### config.mk
export PLATFORM = sky130hd
export DESIGN_NAME = mar_burst
export DESIGN_NICKNAME = d
export VERILOG_FILES = /design/src/rtl/mar_burst.sv
export SDC_FILE = /design/constraint.sdc
export NUM_CORES = 1
export LEC_CHECK = 0
export BUFFER_PORTS_ARGS = -buffer_cell sky130_fd_sc_hd__buf_2
export CORE_ASPECT_RATIO = 0.75
export CORE_MARGIN = 2
export CORE_UTILIZATION = 39
export CTS_BUF_LIST = sky130_fd_sc_hd__clkbuf_8 sky130_fd_sc_hd__clkbuf_16
export CTS_CLUSTER_SIZE = 14
export DETAILED_ROUTE_END_ITERATION = 7
export GPL_ROUTABILITY_DRIVEN = 0
export PLACE_DENSITY = 0.7
export SYNTH_ARGS = -nofsm -noshare
export SYNTH_HDL_FRONTEND = slang
export SYNTH_SLANG_ARGS = --single-unit
### constraint.sdc
create_clock -name i_CLOCK -period 4.2 [get_ports i_CLOCK]
set_input_delay 0.42 -clock i_CLOCK [delete_from_list [all_inputs] [get_ports i_CLOCK]]
set_output_delay 0.42 -clock i_CLOCK [all_outputs]
set_load 0.01 [all_outputs]
### src/rtl/mar_burst.sv
// mar_burst: memory address register wider than the bus, loaded one half at a
// time, with single-step increment/decrement and a self-timed burst mode that
// walks the address for block transfers. Flags wrap-around and burst end.
//
// Handshake: there is no valid/ready pair. Every control is sampled once per
// rising clock edge, and every output is a register that updates on that same
// edge. i_STALL freezes an active burst on each cycle it is high. o_DONE and
// o_WRAP are single-cycle pulses.
module mar_burst #(
  parameter int ADDRESS_WIDTH = 8,
  parameter int BUS_WIDTH     = 4,
  parameter int BURST_WIDTH   = 3
) (
  input  logic                     i_CLOCK,
  input  logic                     i_CLEAR,
  input  logic [BUS_WIDTH-1:0]     i_BUS,
  input  logic                     i_LOAD_LO_n,
  input  logic                     i_LOAD_HI_n,
  input  logic                     i_INC_n,
  input  logic                     i_DEC_n,
  input  logic                     i_BURST_n,
  input  logic                     i_STALL,
  input  logic                     i_ABORT_n,
  output logic [ADDRESS_WIDTH-1:0] o_DATA,
  output logic                     o_BUSY,
  output logic [BURST_WIDTH-1:0]   o_REMAINING,
  output logic                     o_DONE,
  output logic                     o_WRAP
);

  // Width of the upper address half that is loaded from the low bus bits.
  localparam int HI_WIDTH = ADDRESS_WIDTH - BUS_WIDTH;

  localparam logic [ADDRESS_WIDTH-1:0] ADDR_ONE  = ADDRESS_WIDTH'(1);
  localparam logic [ADDRESS_WIDTH-1:0] ADDR_ONES = '1;
  localparam logic [ADDRESS_WIDTH-1:0] ADDR_ZERO = '0;
  localparam logic [BURST_WIDTH-1:0]   REM_ONE   = BURST_WIDTH'(1);
  localparam logic [BURST_WIDTH-1:0]   REM_ZERO  = '0;

  typedef enum logic {
    IDLE  = 1'b0,
    BURST = 1'b1
  } state_t;

  state_t                   state, state_next;
  logic [ADDRESS_WIDTH-1:0] addr, addr_next;
  logic [BURST_WIDTH-1:0]   remaining, remaining_next;
  logic                     done, done_next;
  logic                     wrap, wrap_next;
  logic [BURST_WIDTH-1:0]   burst_len;

  assign burst_len = i_BUS[BURST_WIDTH-1:0];

  // State and output registers; reset clears everything, including a burst in
  // flight, without raising o_DONE.
  always_ff @(posedge i_CLOCK or posedge i_CLEAR) begin
    if (i_CLEAR) begin
      state     <= IDLE;
      addr      <= '0;
      remaining <= '0;
      done      <= 1'b0;
      wrap      <= 1'b0;
    end else begin
      state     <= state_next;
      addr      <= addr_next;
      remaining <= remaining_next;
      done      <= done_next;
      wrap      <= wrap_next;
    end
  end

  // Next-state and next-output decode: loads beat burst start beats stepping
  // in IDLE; abort beats stall in BURST.
  always_comb begin
    state_next     = state;
    addr_next      = addr;
    remaining_next = remaining;
    done_next      = 1'b0;
    wrap_next      = 1'b0;

    case (state)
      IDLE: begin
        if (!i_LOAD_LO_n || !i_LOAD_HI_n) begin
          if (!i_LOAD_LO_n) begin
            addr_next[BUS_WIDTH-1:0] = i_BUS;
          end
          if (!i_LOAD_HI_n) begin
            addr_next[ADDRESS_WIDTH-1:BUS_WIDTH] = i_BUS[HI_WIDTH-1:0];
          end
        end else if (!i_BURST_n) begin
          // A zero-length burst is a silent no-op.
          if (burst_len != REM_ZERO) begin
            state_next     = BURST;
            remaining_next = burst_len;
          end
        end else if (!i_INC_n && i_DEC_n) begin
          addr_next = addr + ADDR_ONE;
          wrap_next = (addr == ADDR_ONES);
        end else if (i_INC_n && !i_DEC_n) begin
          addr_next = addr - ADDR_ONE;
          wrap_next = (addr == ADDR_ZERO);
        end
      end

      BURST: begin
        if (!i_ABORT_n) begin
          state_next     = IDLE;
          remaining_next = '0;
          done_next      = 1'b1;
        end else if (i_STALL) begin
          // Hold everything while the consumer is not ready.
          state_next = BURST;
        end else if (remaining == REM_ONE) begin
          // The final beat keeps its address; the burst ends here.
          state_next     = IDLE;
          remaining_next = '0;
          done_next      = 1'b1;
        end else begin
          addr_next      = addr + ADDR_ONE;
          remaining_next = remaining - REM_ONE;
          wrap_next      = (addr == ADDR_ONES);
        end
      end

      default: begin
        state_next = IDLE;
      end
    endcase
  end

  assign o_DATA      = addr;
  assign o_BUSY      = (state == BURST);
  assign o_REMAINING = remaining;
  assign o_DONE      = done;
  assign o_WRAP      = wrap;

endmodule

# --- Yosys cells after proc, flatten, opt, wreduce, memory -nomap -nowiden ---
# Cells that the tools add are included.
op_classes:
  n_addsub: 3
  n_eq_ne: 13
  mux: 36
  bitwise: 1
  reduce_logical: 12
op_table:
  columns: ["cell", "n"]
  rows:
  - ["2-to-1 mux 8 bit", 7]
  - ["2-to-1 mux 3 bit", 6]
  - ["2-to-1 mux 1 bit", 17]
  - ["one-hot mux 8 bit (2 select lines)", 1]
  - ["!= test 2 bit, second input constant", 6]
  - ["!= test 3 bit, second input constant", 4]
  - ["AND reduction 6 bit", 2]
  - ["adder 8 x 1 -> 8 bit, second input constant", 1]
  - ["equality test 8 bit, second input constant", 1]
  - ["zero test 8 bit", 1]
  - ["2-to-1 mux 4 bit", 2]
  - ["subtractor 8 x 1 -> 8 bit, second input constant", 1]
  - ["one-hot mux 3 bit (2 select lines)", 1]
  - ["zero test 1 bit", 4]
  - ["!= test 4 bit, second input constant", 1]
  - ["one-hot mux 1 bit (2 select lines)", 2]
  - ["AND reduction 4 bit", 1]
  - ["equality test 3 x 1 -> 1 bit, second input constant", 1]
  - ["nonzero test 3 bit", 1]
  - ["subtractor 3 x 1 -> 3 bit, second input constant", 1]
  - ["logical AND 1 bit", 2]
  - ["logical OR 1 bit", 1]
  - ["inverter 1 bit", 1]
word_totals:
  reg_bits: 14
  inputBits: 13
  out_inout_bits: 14

# --- Longest topological paths before layout ---
# Gate-level depths: netlist of the first run.
depth:
  word_depth: 7
  ltp_mapped: 7
  ltp_nobuf: 7

# --- Least setup slack after synthesis of the first run ---
# Ideal clock, no wire load.
synth_path:
  path_type: "register to register"
  from: "register addr[4] (netlist: o_DATA[4])"
  to: "register addr[7] (netlist: o_DATA[7])"
  setup_ps: 67
  arrival_ps: 1994
  required_time_ps: 4133
  path_slack_ps: 2140
  stages_incl_launch_ff: 6
  period_less_slack_ps: 2060
  cell_sequence: "dfrtp_1 > or4_4 > or4_1 > and3_1 > o32ai_1 > a22o_1"
synth_via:
  elab_chain_len: 6
  word_cells_on_any_way: 10
  cone_classes: "add/sub (2); mux (8)"
synth_lines:
  columns: ["element", "line_no", "rtl"]
  rows:
  - ["start, declared", "46", "logic [ADDRESS_WIDTH-1:0] addr, addr_next;"]
  - ["start signal, assigned", "65", "addr <= addr_next;"]
  - ["subtractor 8 x 1 -> 8 bit", "100", "addr_next = addr - ADDR_ONE;"]
  - ["2-to-1 mux 8 bit", "99", "end else if (i_INC_n && !i_DEC_n) begin"]
  - ["2-to-1 mux 8 bit", "96", "end else if (!i_INC_n && i_DEC_n) begin"]
  - ["2-to-1 mux 8 bit", "90", "end else if (!i_BURST_n) begin"]
  - ["2-to-1 mux 8 bit", "83", "if (!i_LOAD_LO_n || !i_LOAD_HI_n) begin"]
  - ["one-hot mux 8 bit (2 select lines) (*)", "81", "case (state)"]
# Every way passes the cells marked *; elsewhere a longest branch is shown, timed or not. The select of a mux whose other input is x is not followed.
# A chain may end at the register's enable or synchronous reset.

# --- Worst setup path after layout of the first run ---
layout_path:
  from: "register addr[2] (netlist: o_DATA[2])"
  to: "register addr[7] (netlist: o_DATA[7])"
# Same word-level chain as after synthesis.

==> reports/metrics.yaml, run 1 <==
outcome:
  status: "finished clean"
logic_synthesis:
  synth-seq-area-share_pct: 28.78
  syn_nets: 170
  async_flop_share_pct: 100.0
  synth.avg_cell_area_um2: 8.009
  netlist_instances: 152
  synth_area_um2: 1217
  ys_types: 53
  ys_warn_count: 0
  synth.ff_latch_count: 14
  ys.flop_type: "dfrtp_1"
  synth_edf_count: 0
detailed_routing:
  drt_iter0_markers: 104
  drc: 0
  antenna_left: 0
  wl_per_cell_um: 15.01
  routed_via_density: 5.981
  firstDrtPassIters: 4
  wl_um: 3138
  via_count: 1250
layout:
  layout_commonest_cell: "buf_2"
  final_cell_mix: "buf_2, nand2_1, dfrtp_1"
  postLayoutCoreUtil_pct: 46.17
  drive_gt1_share_pct: 19.88
  areaGrowthSynthToFinish_pct: 12.13
  fin_nets: 191
  fin_area_um2: 1365
  antennaDiodeCount: 0
power_and_ir_drop:
  p_leak_nw: 0.5939
  p_per_area_nw_per_um2: 419.7
  internal_power_uw: 334.9
  p_seq_share_pct: 40.7
  irDropWorstVdd_mv: 0.2428
  switching_power_uw: 238.0
  finalPower_uw: 572.9
  swShare_pct: 41.54
  combPwrFrac_pct: 40.1
  clkPwrFrac_pct: 19.2
placement:
  io_buffers: 26
  placed_area_um2: 1324
  dp_hpwl_um: 2368
floorplanning:
  die_h_um: 52.39
  initial_utilization_pct: 41.18
  die-area_um2: 3589
  rows: 17
  die_w_um: 68.52
  core_area_um2: 2957
  num_io_pins: 27
clock_network:
  clock-sinks: 14
  cts_tree: "yes"
  htree_num_levels: 1
  cts_buffer_depth: 2
  clock_latency_ps: 240
  cts_setup_buffers: 0
  root_buffer: "clkbuf_8"
  path_clk_slew_ps: 60
  cts_resized: 0
  cts_made_buffers: 3
  holdBufCountCts: 0
timing:
  drv_slew: 0
  tightestPinTransition_ps: 677.4
  setup-violations-final: 0
  finalSetupTns_ps: 0
  maxSlewHeadroom_pct: 54.75
  period_needed_ps: 2188
  hold_ws_ps: 219.0
  rsz0062_at_grt: "no"
  fmax_mhz: 457.0
  finClkSkew_ps: 2.839
  finalHoldViolations: 0
  final.period_utilization_pct: 52.10
global_routing:
  grt_overflow: 0
  grt_pass1_vias: 1107
  antenna_found_initial: 0
  grt_max_degree: 21
  grt_usage_pct: 19.52
  grt_pass1_wl_um: 5161
worst_setup_path:
  cpPeakStageDelay_ps: 520
  critPathTopFamily: "simple AND/OR/NAND/NOR gates"
  cp-endpoint: "o_DATA[7]"
  crit_slowest_cell: "or3_1"
  startpoint: "o_DATA[2]"
  worstPathArrival_ps: 2370
  regToRegSetupSlack_ps: 2010
  r2r-end: "o_DATA[7]"
  crit_required_ps: 4380
  r2r.worst_path.cells: 5
  worst-path-buf-inv: 0
  end_kind: "flop"
  crit_cells: 5
  cp-start-kind: "flop"
  r2r-start: "o_DATA[2]"
  cp_max_fo: 12
  path_cells: "or3_1 -> or4_1 -> and3_1 -> o32ai_1 -> a22o_1"
  critPathKind: "reg -> reg"
min_path:
  worst_hold_path_type: "in -> async"
flow_run:
  max_cap_viol_count: 0
==> synthesized netlist by cell type (2+ instances only) <==
| cell | n | area share, % |
|---|---|---|
| dfrtp_1 | 14 | 29 |
| buf_6 | 3 | 2.8 |
| nand2_1 | 16 | 4.9 |
| buf_4 | 3 | 1.8 |
| nand2b_1 | 3 | 1.5 |
| o22a_1 | 2 | 1.4 |
| ha_1 | 5 | 5.1 |
| and3_1 | 3 | 1.5 |
| a22oi_1 | 2 | 1.2 |
| or3_1 | 2 | 1.0 |
| nor4_1 | 2 | 1.0 |
| a21o_1 | 2 | 1.2 |
| xor2_1 | 2 | 1.4 |
| o22ai_1 | 2 | 1.0 |
| nor2_1 | 11 | 3.4 |
| a21oi_1 | 10 | 4.1 |
| nor3b_1 | 2 | 1.2 |
| nor3_1 | 6 | 2.5 |
| clkbuf_1 | 4 | 1.2 |
| a211oi_1 | 3 | 1.8 |
| xnor2_1 | 2 | 1.4 |
| o21ai_0 | 12 | 4.9 |
| inv_1 | 5 | 1.5 |
| a22o_1 | 2 | 1.4 |
| nand3_1 | 5 | 2.1 |
| o2bb2ai_1 | 2 | 1.4 |
==> layer usage <==
| metal | track usage (%) | vias up | routed length (µm) |
|---|---|---|---|
| met5 | 0 | - | 0 |
| met2 | 29.49 | 40 | 1414 |
| met1 | 27.62 | 595 | 1455 |
| met4 | 5.000 | 0 | 24 |
| met3 | 4.731 | 4 | 244 |
| li1 | - | 611 | - |
==> worst reg2reg max path: cells and delay by family, from the launching register on <==
kind / cells / cell delay [ps]
flops: 1 / 490
simple gates: 3 / 1190
compound gates: 2 / 440
==> sequential cells by signal, summed over array words and instances (netlist names) <==
signal,cells
o_BUSY,1
o_DATA,8
o_DONE,1
o_REMAINING,3
o_WRAP,1
==> metrics by stage <==
| step | cells | setup WS (ps) |
|---|---|---|
| 2_1_floorplan | 152 | 2140 |
| 3_3_place_gp | 206 | 2075 |
| 3_5_place_dp | 206 | 2023 |
| 4_1_cts | 209 | 2002 |
| 5_1_grt | 209 | 1871 |
| 6_report | 209 | 2012 |
==> layout make-up <==
cell class,count,area [µm²]
clock buffer,3,41.29
fill,306,1592
inverter,6,22.52
multi-input combinational,122,773.2
sequential,14,350.3
tap,38,47.55
timing repair buffer,26,130.1
==> worst min-delay path by stage <==
stage                        from        endpoint  slack [ps]  cells after the start
after floorplan           i_CLEAR          o_BUSY         310                      1
after global placement    i_CLEAR  o_REMAINING[1]         510                      2
after detailed placement  i_CLEAR       o_DATA[2]         510                      2
after CTS                 i_CLEAR  o_REMAINING[1]         240                      2
after global routing      i_CLEAR       o_DATA[2]         300                      2
final                     i_CLEAR       o_DATA[3]         220                      2
==> logic make-up after synthesis <==
family	share of synthesized area [%]
adders and majority gates	5.139
xor gates and xnor gates	2.878
DFF	28.78
buffers and inverters	7.707
muxes	0.8222
AOI/OAI and AO/OA	29.29
and+or+nand+nor	25.39
==> power by group through the flow <==
stage / combinational [mW] / clock (mW) / sequential, mW
finish: 0.230 / 0.110 / 0.233
global route: 0.258 / 0.121 / 0.242
CTS: 0.231 / 0.116 / 0.231
detailed placement: 0.230 / 0 / 0.234
global placement: 0.227 / 0 / 0.230
floorplan: 0.179 / 0 / 0.217
No activity file was read; power rests on OpenSTA's default activity.
==> run 2, diff against run 1 <==
--- a/config.mk
+++ b/config.mk
@@ -13,7 +13,7 @@
 export CTS_CLUSTER_SIZE = 14
 export DETAILED_ROUTE_END_ITERATION = 7
 export GPL_ROUTABILITY_DRIVEN = 0
-export PLACE_DENSITY = 0.7
+export PLACE_DENSITY = 0.72
 export SYNTH_ARGS = -nofsm -noshare
 export SYNTH_HDL_FRONTEND = slang
 export SYNTH_SLANG_ARGS = --single-unit
==> constraint.sdc (replaced) <==
create_clock -name i_CLOCK -period 1.9 [get_ports i_CLOCK]
set_input_delay 0.19 -clock i_CLOCK [delete_from_list [all_inputs] [get_ports i_CLOCK]]
set_output_delay 0.19 -clock i_CLOCK [all_outputs]
set_load 0.01 [all_outputs]
==> run 2 against run 1 <==
The run now ends with negative hold slack, negative setup slack left. Sequential share of layout area shrank 3.5 points. Global-route usage grew 3.2 points. Critical path type unchanged. Critical endpoint unchanged. Worst setup slack lost 2100 ps. First-iteration DRC count grew 24%. Die area is the same.
==> reports/metrics.yaml, run 2 (synthesized netlist as in run 1, its figures left out) <==
layout:
  drive_gt1_share_pct: 37.63  # was 19.88%
  areaGrowthSynthToFinish_pct: 31.86  # was 12.13%
  fin_nets: 213  # was 191
  fin_area_um2: 1605  # was 1365 µm²
  fillers: 275  # was 306
  multi_input_area_um2: 824.5  # was 773.2 µm²
  seq_area_um2: 356.6  # was 350.3 µm²
  antennaDiodeCount: 0  # unchanged
  largest_reg_flops: 8  # unchanged
  layout_commonest_cell: "buf_2"  # unchanged
  final_cell_mix: "buf_2, buf_4, nand2_1"  # was buf_2, nand2_1, dfrtp_1
floorplanning:
  num_io_pins: 27  # unchanged
  rows: 17  # unchanged
  initial_utilization_pct: 41.18  # unchanged
  die_w_um: 68.52  # unchanged
  die_h_um: 52.39  # unchanged
  die-area_um2: 3589  # unchanged
  core_area_um2: 2957  # unchanged
outcome:
  violations: "negative hold slack, negative setup slack"
  status: "finished, violations left"  # was finished clean
clock_network:
  root_buffer: "clkbuf_8"  # unchanged
  clock-sinks: 14  # unchanged
  holdBufCountCts: 0  # unchanged
  cts_tree: "yes"  # unchanged
  htree_num_levels: 1  # unchanged
  path_clk_slew_ps: 60  # about the same
  cts_buffer_depth: 2  # unchanged
  clock_latency_ps: 250  # was 240 ps
  cts_made_buffers: 3  # unchanged
global_routing:
  grt_pass1_vias: 1242  # was 1107
  grt_usage_pct: 22.74  # was 19.52%
  grt_pass1_wl_um: 5982  # was 5161 µm
  grt_max_degree: 15  # was 21
  grt_overflow: 0  # unchanged
  antenna_found_initial: 0  # unchanged
placement:
  io_buffers: 26  # unchanged
  placed_area_um2: 1481  # was 1324 µm²
  dp_hpwl_um: 2787  # was 2368 µm
worst_setup_path:
  critPathKind: "reg -> reg"  # unchanged
  crit_required_ps: 2090  # was 4380 ps
  cp-start-kind: "flop"  # unchanged
  cp_max_fo: 2  # was 12
  end_kind: "flop"  # unchanged
  worstPathArrival_ps: 2150  # was 2370 ps
timing:
  fmax_mhz: 510.2  # was 457.0 MHz
  final.period_utilization_pct: 103.2  # was 52.10%
  hold_ws_ps: -11.28  # was 219.0 ps
  rsz0062_at_grt: "yes"  # was no
  finClkSkew_ps: 3.117  # was 2.839 ps
  setup_slack_ps: -60.05  # was 2012 ps
  setup-violations-final: 1  # was 0
  tightestPinTransition_ps: 585.4  # was 677.4 ps
  finalHoldViolations: 14  # was 0
  drv_slew: 0  # unchanged
  maxSlewHeadroom_pct: 60.93  # was 54.75%
  period_needed_ps: 1960  # was 2188 ps
power_and_ir_drop:
  irDropWorstVdd_mv: 0.5824  # was 0.2428 mV
  p_per_area_nw_per_um2: 946.4  # was 419.7 nW/µm²
  p_leak_nw: 0.7146  # was 0.5939 nW
detailed_routing:
  wl_per_cell_um: 15.63  # was 15.01 µm
  firstDrtPassIters: 4  # unchanged
  routed_via_density: 5.806  # was 5.981
  drc: 0  # unchanged
  drt_iter0_markers: 129  # was 104
  via_count: 1347  # was 1250
  antenna_left: 0  # unchanged
  wl_um: 3626  # was 3138 µm
flow_run:
  max_cap_viol_count: 0  # unchanged
min_path:
  worst_hold_path_type: "in -> async"  # unchanged
run 2: cell type report:
cell class | count | share of cell area [%]
timing repair buffer | 48 | 18.63
clock buffer | 4 | 3.429
sequential | 14 | 22.21
inverter | 6 | 1.403
multi-input combinational | 122 | 51.36
tap | 38 | 2.962
run 2: what timing repair did:
item                                    4_1_cts  5_1_grt
resized for setup                             3       12
pin swaps                                     0        5
setup buffers                                 0        2
endpoints found under the setup margin        2        5
run 2: worst paths after layout:
| path | start | cells after the start | end | slack, ps |
|---|---|---|---|---|
| max | o_DATA[4] | 5 | o_DATA[7] | -60 |
| min in group i_CLOCK | i_ABORT_n | 3 | o_DONE | 270 |
| max reg2reg | o_DATA[4] | 5 | o_DATA[7] | -60 |
| min reg2reg | o_REMAINING[2] | 1 | o_REMAINING[2] | 560 |
| min | i_CLEAR | 2 | o_REMAINING[1] | -10 |
| max in group asynchronous | i_CLEAR | 2 | o_BUSY | 1490 |
run 2: routing by layer:
layer	GRT usage (%)	vias to the layer above	share of wire [%]
li1	-	654	-
met1	31.96	632	46
met2	35.10	55	46
met3	5.591	6	6.9
met4	4.667	0	1.0
met5	0	-	0
run 2: power breakdown:
group	internal [mW]	switching (mW)
combinational	0.361	0.418
sequential	0.375	0.0664
clock	0.184	0.114
run 2: metrics by stage:
stage / setup TNS, ps / instances / worst slack [ps] / total power [mW] / utilization, %
floorplan: -137.9 / 152 / -137.9 / 0.8836 / -
global placement: -61.68 / 226 / -61.68 / 1.134 / 50.11
detailed placement: -161.1 / 226 / -139.2 / 1.160 / 50.11
CTS: -114.0 / 230 / -114.0 / 1.476 / 52.60
global route: -145.1 / 232 / -145.1 / 1.636 / 54.30
finish: -60.05 / 232 / -60.05 / 1.519 / 54.30
run 2: critical path, stage by stage (launching register included):
cell and delay [ps]:
dfrtp_2 400, or4_4 540, or4_1 410, and3_4 190, o32ai_2 200, a22o_1 160
